### config.mk
export PLATFORM = sky130hd
export DESIGN_NAME = parallel_output_serializer
export DESIGN_NICKNAME = d
export VERILOG_FILES = /design/src/rtl/pos_pkg.sv /design/src/rtl/pos_pair_fifo.sv /design/src/rtl/parallel_output_serializer.sv
export SDC_FILE = /design/constraint.sdc
export NUM_CORES = 1
export LEC_CHECK = 0
export CAP_MARGIN = 30
export CORE_MARGIN = 8
export CORE_UTILIZATION = 54
export DETAILED_ROUTE_END_ITERATION = 7
export GPL_TIMING_DRIVEN = 0
export PLACE_DENSITY = 0.77
export SLEW_MARGIN = 20
export SYNTH_ARGS = -nofsm -noshare
export SYNTH_HDL_FRONTEND = slang
export SYNTH_SLANG_ARGS = --single-unit
### constraint.sdc
create_clock -name clk -period 3.4 [get_ports clk]
set_clock_uncertainty 0.2 [all_clocks]
set_input_delay 0.68 -clock clk [delete_from_list [all_inputs] [get_ports clk]]
set_output_delay 0.68 -clock clk [all_outputs]
set_load 0.1 [all_outputs]
### src/rtl/pos_pkg.sv
// Shared types and constants for the parallel output serializer.
// Holds the narrowed sample and pair types plus the output phase encoding.
package pos_pkg;

  localparam int DATA_IN_W_DEF  = 64;
  localparam int DATA_OUT_W_DEF = 32;

  typedef logic signed [31:0] sample_t;

  typedef struct packed {
    sample_t even;
    sample_t odd;
  } pair_t;

  typedef enum logic [1:0] {
    EMPTY     = 2'd0,
    SEND_EVEN = 2'd1,
    SEND_ODD  = 2'd2
  } phase_e;

  localparam sample_t SAMPLE_MAX = 32'sh7FFF_FFFF;
  localparam sample_t SAMPLE_MIN = 32'sh8000_0000;

endpackage

### src/rtl/pos_pair_fifo.sv
// Synchronous FIFO of sample pairs with simultaneous push/pop.
// Exposes the head entry and the entry behind it for look-ahead loading.
module pos_pair_fifo
  import pos_pkg::*;
#(
  parameter int DEPTH = 4
) (
  input  logic                     clk,
  input  logic                     rst,
  input  logic                     push,
  input  logic                     pop,
  input  pair_t                    wdata,
  output pair_t                    head,
  output pair_t                    head_next,
  output logic                     full,
  output logic                     empty,
  output logic [$clog2(DEPTH):0]   level
);

  localparam int AW = $clog2(DEPTH);
  localparam int LW = AW + 1;

  pair_t            mem [DEPTH];
  logic [AW-1:0]    wr_ptr;
  logic [AW-1:0]    rd_ptr;
  logic [LW-1:0]    count;
  logic             push_ok;
  logic             pop_ok;

  assign full    = (count == LW'(DEPTH));
  assign empty   = (count == '0);
  assign pop_ok  = pop & ~empty;
  assign push_ok = push & (~full | pop_ok);

  // Pointers wrap naturally because DEPTH is a power of two.
  always_ff @(posedge clk) begin
    if (!rst) begin
      wr_ptr <= '0;
      rd_ptr <= '0;
      count  <= '0;
    end else begin
      if (push_ok) wr_ptr <= wr_ptr + AW'(1);
      if (pop_ok)  rd_ptr <= rd_ptr + AW'(1);
      case ({push_ok, pop_ok})
        2'b10:   count <= count + LW'(1);
        2'b01:   count <= count - LW'(1);
        default: count <= count;
      endcase
    end
  end

  always_ff @(posedge clk) begin
    if (push_ok) mem[wr_ptr] <= wdata;
  end

  assign head      = mem[rd_ptr];
  assign head_next = mem[rd_ptr + AW'(1)];
  assign level     = count;

endmodule

### src/rtl/parallel_output_serializer.sv
// Serializes L=2 FIR output pairs into one 32-bit sample per cycle (even, then odd).
// Define PARALLEL_OUTPUT_SERIALIZER_SAT_EN for saturating narrowing and the sat_event port.
module parallel_output_serializer
  import pos_pkg::*;
#(
  parameter int DATA_IN_W  = DATA_IN_W_DEF,
  parameter int DATA_OUT_W = DATA_OUT_W_DEF,
  parameter int FIFO_DEPTH = 4
) (
  input  logic                          clk,
  input  logic                          rst,
  input  logic                          in_valid,
  input  logic [DATA_IN_W-1:0]          y_in0,
  input  logic [DATA_IN_W-1:0]          y_in1,
  output logic [DATA_OUT_W-1:0]         out_data,
  output logic                          out_valid,
  input  logic                          out_ready,
  output logic [$clog2(FIFO_DEPTH):0]   fifo_level,
`ifdef PARALLEL_OUTPUT_SERIALIZER_SAT_EN
  output logic                          sat_event,
`endif
  output logic                          overflow
);

  localparam int LW = $clog2(FIFO_DEPTH) + 1;

`ifdef PARALLEL_OUTPUT_SERIALIZER_SAT_EN
  localparam logic signed [DATA_IN_W-1:0] SAT_MAX =
    {{(DATA_IN_W-DATA_OUT_W+1){1'b0}}, {(DATA_OUT_W-1){1'b1}}};
  localparam logic signed [DATA_IN_W-1:0] SAT_MIN =
    {{(DATA_IN_W-DATA_OUT_W+1){1'b1}}, {(DATA_OUT_W-1){1'b0}}};

  function automatic logic clipped(input logic signed [DATA_IN_W-1:0] x);
    return (x > SAT_MAX) || (x < SAT_MIN);
  endfunction

  function automatic sample_t narrow(input logic signed [DATA_IN_W-1:0] x);
    if (x > SAT_MAX)      return SAMPLE_MAX;
    else if (x < SAT_MIN) return SAMPLE_MIN;
    else                  return sample_t'(x[DATA_OUT_W-1:0]);
  endfunction
`else
  function automatic sample_t narrow(input logic signed [DATA_IN_W-1:0] x);
    return sample_t'(x[DATA_OUT_W-1:0]);
  endfunction
`endif

  phase_e          phase_q, phase_d;
  sample_t         data_q, data_d;
  logic            valid_q, valid_d;
  logic            overflow_q;
  pair_t           wr_pair;
  pair_t           head;
  pair_t           head_next;
  logic            fifo_full;
  logic            fifo_empty;
  logic [LW-1:0]   level;
  logic            push;
  logic            pop;

  assign wr_pair.even = narrow(y_in0);
  assign wr_pair.odd  = narrow(y_in1);

  // A pair may enter a full FIFO only when the head leaves in the same cycle.
  assign pop  = (phase_q == SEND_ODD) && out_ready && !fifo_empty;
  assign push = in_valid && (!fifo_full || pop);

  pos_pair_fifo #(
    .DEPTH (FIFO_DEPTH)
  ) u_fifo (
    .clk       (clk),
    .rst       (rst),
    .push      (push),
    .pop       (pop),
    .wdata     (wr_pair),
    .head      (head),
    .head_next (head_next),
    .full      (fifo_full),
    .empty     (fifo_empty),
    .level     (level)
  );

  // Next sample is chosen ahead so out_data can be a plain register.
  always_comb begin
    phase_d = phase_q;
    data_d  = data_q;
    valid_d = valid_q;
    case (phase_q)
      EMPTY: begin
        if (push) begin
          phase_d = SEND_EVEN;
          data_d  = wr_pair.even;
          valid_d = 1'b1;
        end
      end
      SEND_EVEN: begin
        if (out_ready) begin
          phase_d = SEND_ODD;
          data_d  = head.odd;
        end
      end
      SEND_ODD: begin
        if (pop) begin
          if (level > LW'(1)) begin
            phase_d = SEND_EVEN;
            data_d  = head_next.even;
          end else if (push) begin
            phase_d = SEND_EVEN;
            data_d  = wr_pair.even;
          end else begin
            phase_d = EMPTY;
            valid_d = 1'b0;
          end
        end
      end
      default: begin
        phase_d = EMPTY;
        valid_d = 1'b0;
      end
    endcase
  end

  always_ff @(posedge clk) begin
    if (!rst) begin
      phase_q    <= EMPTY;
      data_q     <= '0;
      valid_q    <= 1'b0;
      overflow_q <= 1'b0;
    end else begin
      phase_q    <= phase_d;
      data_q     <= data_d;
      valid_q    <= valid_d;
      overflow_q <= overflow_q | (in_valid & ~push);
    end
  end

`ifdef PARALLEL_OUTPUT_SERIALIZER_SAT_EN
  logic sat_q;

  always_ff @(posedge clk) begin
    if (!rst) sat_q <= 1'b0;
    else      sat_q <= push & (clipped(y_in0) | clipped(y_in1));
  end

  assign sat_event = sat_q;
`endif

  assign out_data   = data_q;
  assign out_valid  = valid_q;
  assign fifo_level = level;
  assign overflow   = overflow_q;

endmodule
==> results.cfg <==
[sta]
hold_viol = 0
setup_violations = 0
fin_crit_sh_pct = 90.2
tightestPinTransition_ns = 1.01
fmax_mhz = 326
rsz0062_at_grt = false
relSlewSlack_pct = 32.3
slew_violations = 0
holdWs_ns = 0.273
setup_tns_ns = 0
period_minus_slack_ns = 3.07
setup_ws_ns = 0.334

[clock_network]
hold_buffers = 0
cts.repair.resized = 0
cts_root_buffer = clkbuf_16
clock_sinks = 301
cts_setup_buffers = 0
tritoncts = built
cts_buffers = 30
worstSkewPairLatency_ns = 0.54
cts-htree-levels = 1
clock_path_buffers = 3
cts.clk_slew.worst_paths_ns = 0.06

[setup_path]
critPathLaunchType = flip-flop
path_delay_family = buffers and inverters
r2r-end = out_data[8]
cp_slowest_stage_delay_ns = 1.19
criticalPathCategory = flip-flop to output pin
path_cells = clkdlybuf4s50_1
r2r-start = phase_q[0]
ff2ff_path_depth = 8
critical_path_buf_inv_count = 1
cp.arrival_ns = 2.19
rrSetupSlack_ns = 0.60
endpoint_kind = output pin
slowest_stage = clkdlybuf4s50_1
critPathRequiredTime_ns = 2.52
path_max_fanout = 6

[die]
rows = 54
die_w_um = 164
initial_core_util_pct = 54.7
die_y_um = 164
die-area_mm2 = 0.0271
io_pins = 169
coreArea_mm2 = 0.0218

[synthesis]
syn-instance-count = 650
synth.distinct_cells = 40
synth-seq-cells = 301
synth_most_common_cell = edfxtp_1
synth_edf_count = 256
seq_area_frac_synth_pct = 72.1
syn_avg_cell_area_um2 = 18.3
synthArstFlopShare_pct = 0
syn_nets = 796
yosys-top-cells-count = edfxtp_1, mux4_2, dfxtp_1, and2_1, nand2_1
yosysTopAreaCell = edfxtp_1
synth_top_area_share_pct = 64.6
yosys_warnings = 0
synth.cell_area_mm2 = 0.0119
synthTopCellsByArea = edfxtp_1, mux4_2, dfxtp_1
synth-main-ff-cell = edfxtp_1

[grt]
grt-busiest-layer = met2
met1_usage_pct = 25.2
grt_max_degree = 45
grt_usage_pct = 19.8
grt_pass1_vias = 7118
grtUsageMet2_pct = 34.2
grt_pass1_wl_mm = 40.9
grt-ovfl-total = 0
antenna_found_initial = 4
gr-usage-met3_pct = 4.14

[drt]
wirelength_mm = 26.3
drc = 0
antenna_left = 0
first_iter_violations = 517
num_vias = 6589
dr.pass1.iters = 5
vias_per_cell = 6.02
routedWlPerCell_um = 24.0

[layout]
drive_above_1_share_pct = 17.7
fill_cells = 1450
finalNetCount = 935
seq_area_mm2 = 0.00859
syn_to_final_growth_pct = 21.5
instances_no_fill = 1095
post-route-util_pct = 66.5
multi_input_area_mm2 = 0.00307

[placement]
io_buffers = 103
pre_cts_slack_ns = 0.251
dpl.hpwl_mm = 16.7
globalplace.congestion = 0.839
post-place-cells = 1037

[flow_run]
drv_cap = 0

[worst_hold_path]
holdPathEnd = overflow
hold_start = overflow
hold_depth = 1
hp-class = flip-flop to flip-flop

[power]
power.density_mw_per_mm2 = 713
leakagePower_nw = 4.67
max-vdd-ir-drop_mv = 0.377

[outcome]
status = finished clean
[registers in the layout, summed over array words and instances (netlist names), named ones only]
signal         flops
out_valid          1
u_fifo.level       3
phase_q            2
out_data          32
u_fifo.wr_ptr      2
u_fifo.rd_ptr      2
overflow           1
u_fifo.mem       256
[per-stage QoR]
stage	power (mW)	cell area (um^2)
after floorplan	6.16	11900
after global placement	6.83	13300
after detailed placement	6.90	13400
after CTS	10.4	14500
after global routing	10.6	14500
final	10.3	14500
[cell usage in the layout, fill, tap and decap left out, types with 5 or more instances in the layout]
cell,synthesis,routed
a221o_1,32,32
clkbuf_1,23,26
bufinv_16,0,6
ha_1,14,14
o211ai_1,32,32
xnor2_1,5,5
edfxtp_1,256,256
clkinv_2,0,8
inv_1,8,8
clkdlybuf4s50_1,0,103
mux4_2,64,64
buf_2,11,11
and2_1,42,38
and2_4,1,5
nand2_1,39,39
dfxtp_1,45,45
buf_1,5,5
clkbuf_16,0,31
a21oi_1,33,33
[cells by family after synthesis]
family                   synth area share (%)
AND/OR/NAND/NOR                          4.32
buffers and inverters                    2.22
flip-flops                               72.1
XOR/XNOR                                0.368
multiplexers                             12.3
adder cells (fa/ha/maj)                  1.47
AO/OA/AOI/OAI                            7.23
[power by group]
group          switching [mW]  total (mW)  leakage (nW)  internal [mW]
registers               0.137        4.45          2.72           4.31
clock network            1.35        3.48         0.520           2.13
logic                    1.70        2.38          1.43          0.681
total                    3.18        10.3          4.67           7.13
[layer usage]
| layer | routed length [um] | part of all wire (%) |
|---|---|---|
| met5 | 22 | 0.084 |
| met4 | 379 | 1.4 |
| met3 | 1920 | 7.3 |
| met2 | 13400 | 51 |
| met1 | 10600 | 40 |
[layout make-up]
cell class | count | share of cell area [%]
sequential | 301 | 59.4
multi-input combinational | 294 | 21.2
timing repair buffer | 107 | 7.84
clock buffer | 35 | 5.54
tap | 280 | 2.42
clock inverter | 21 | 1.79
buffer | 46 | 1.57
inverter | 9 | 0.251
antenna | 2 | 0.0346
[worst max path at each step]
stage                    startpoint                end  slack, ns  depth (start not counted)
floorplan           u_fifo.level[0]   u_fifo.mem[0][0]       0.19                          5
global placement          out_ready  u_fifo.mem[3][10]      -0.31                          4
detailed placement        out_ready       out_data[10]       0.25                          6
CTS                 u_fifo.level[0]      fifo_level[0]       0.30                          1
global route        u_fifo.level[0]      fifo_level[0]       0.27                          1
finish              u_fifo.level[0]      fifo_level[0]       0.33                          1
Power figures use the tool's default switching activity.
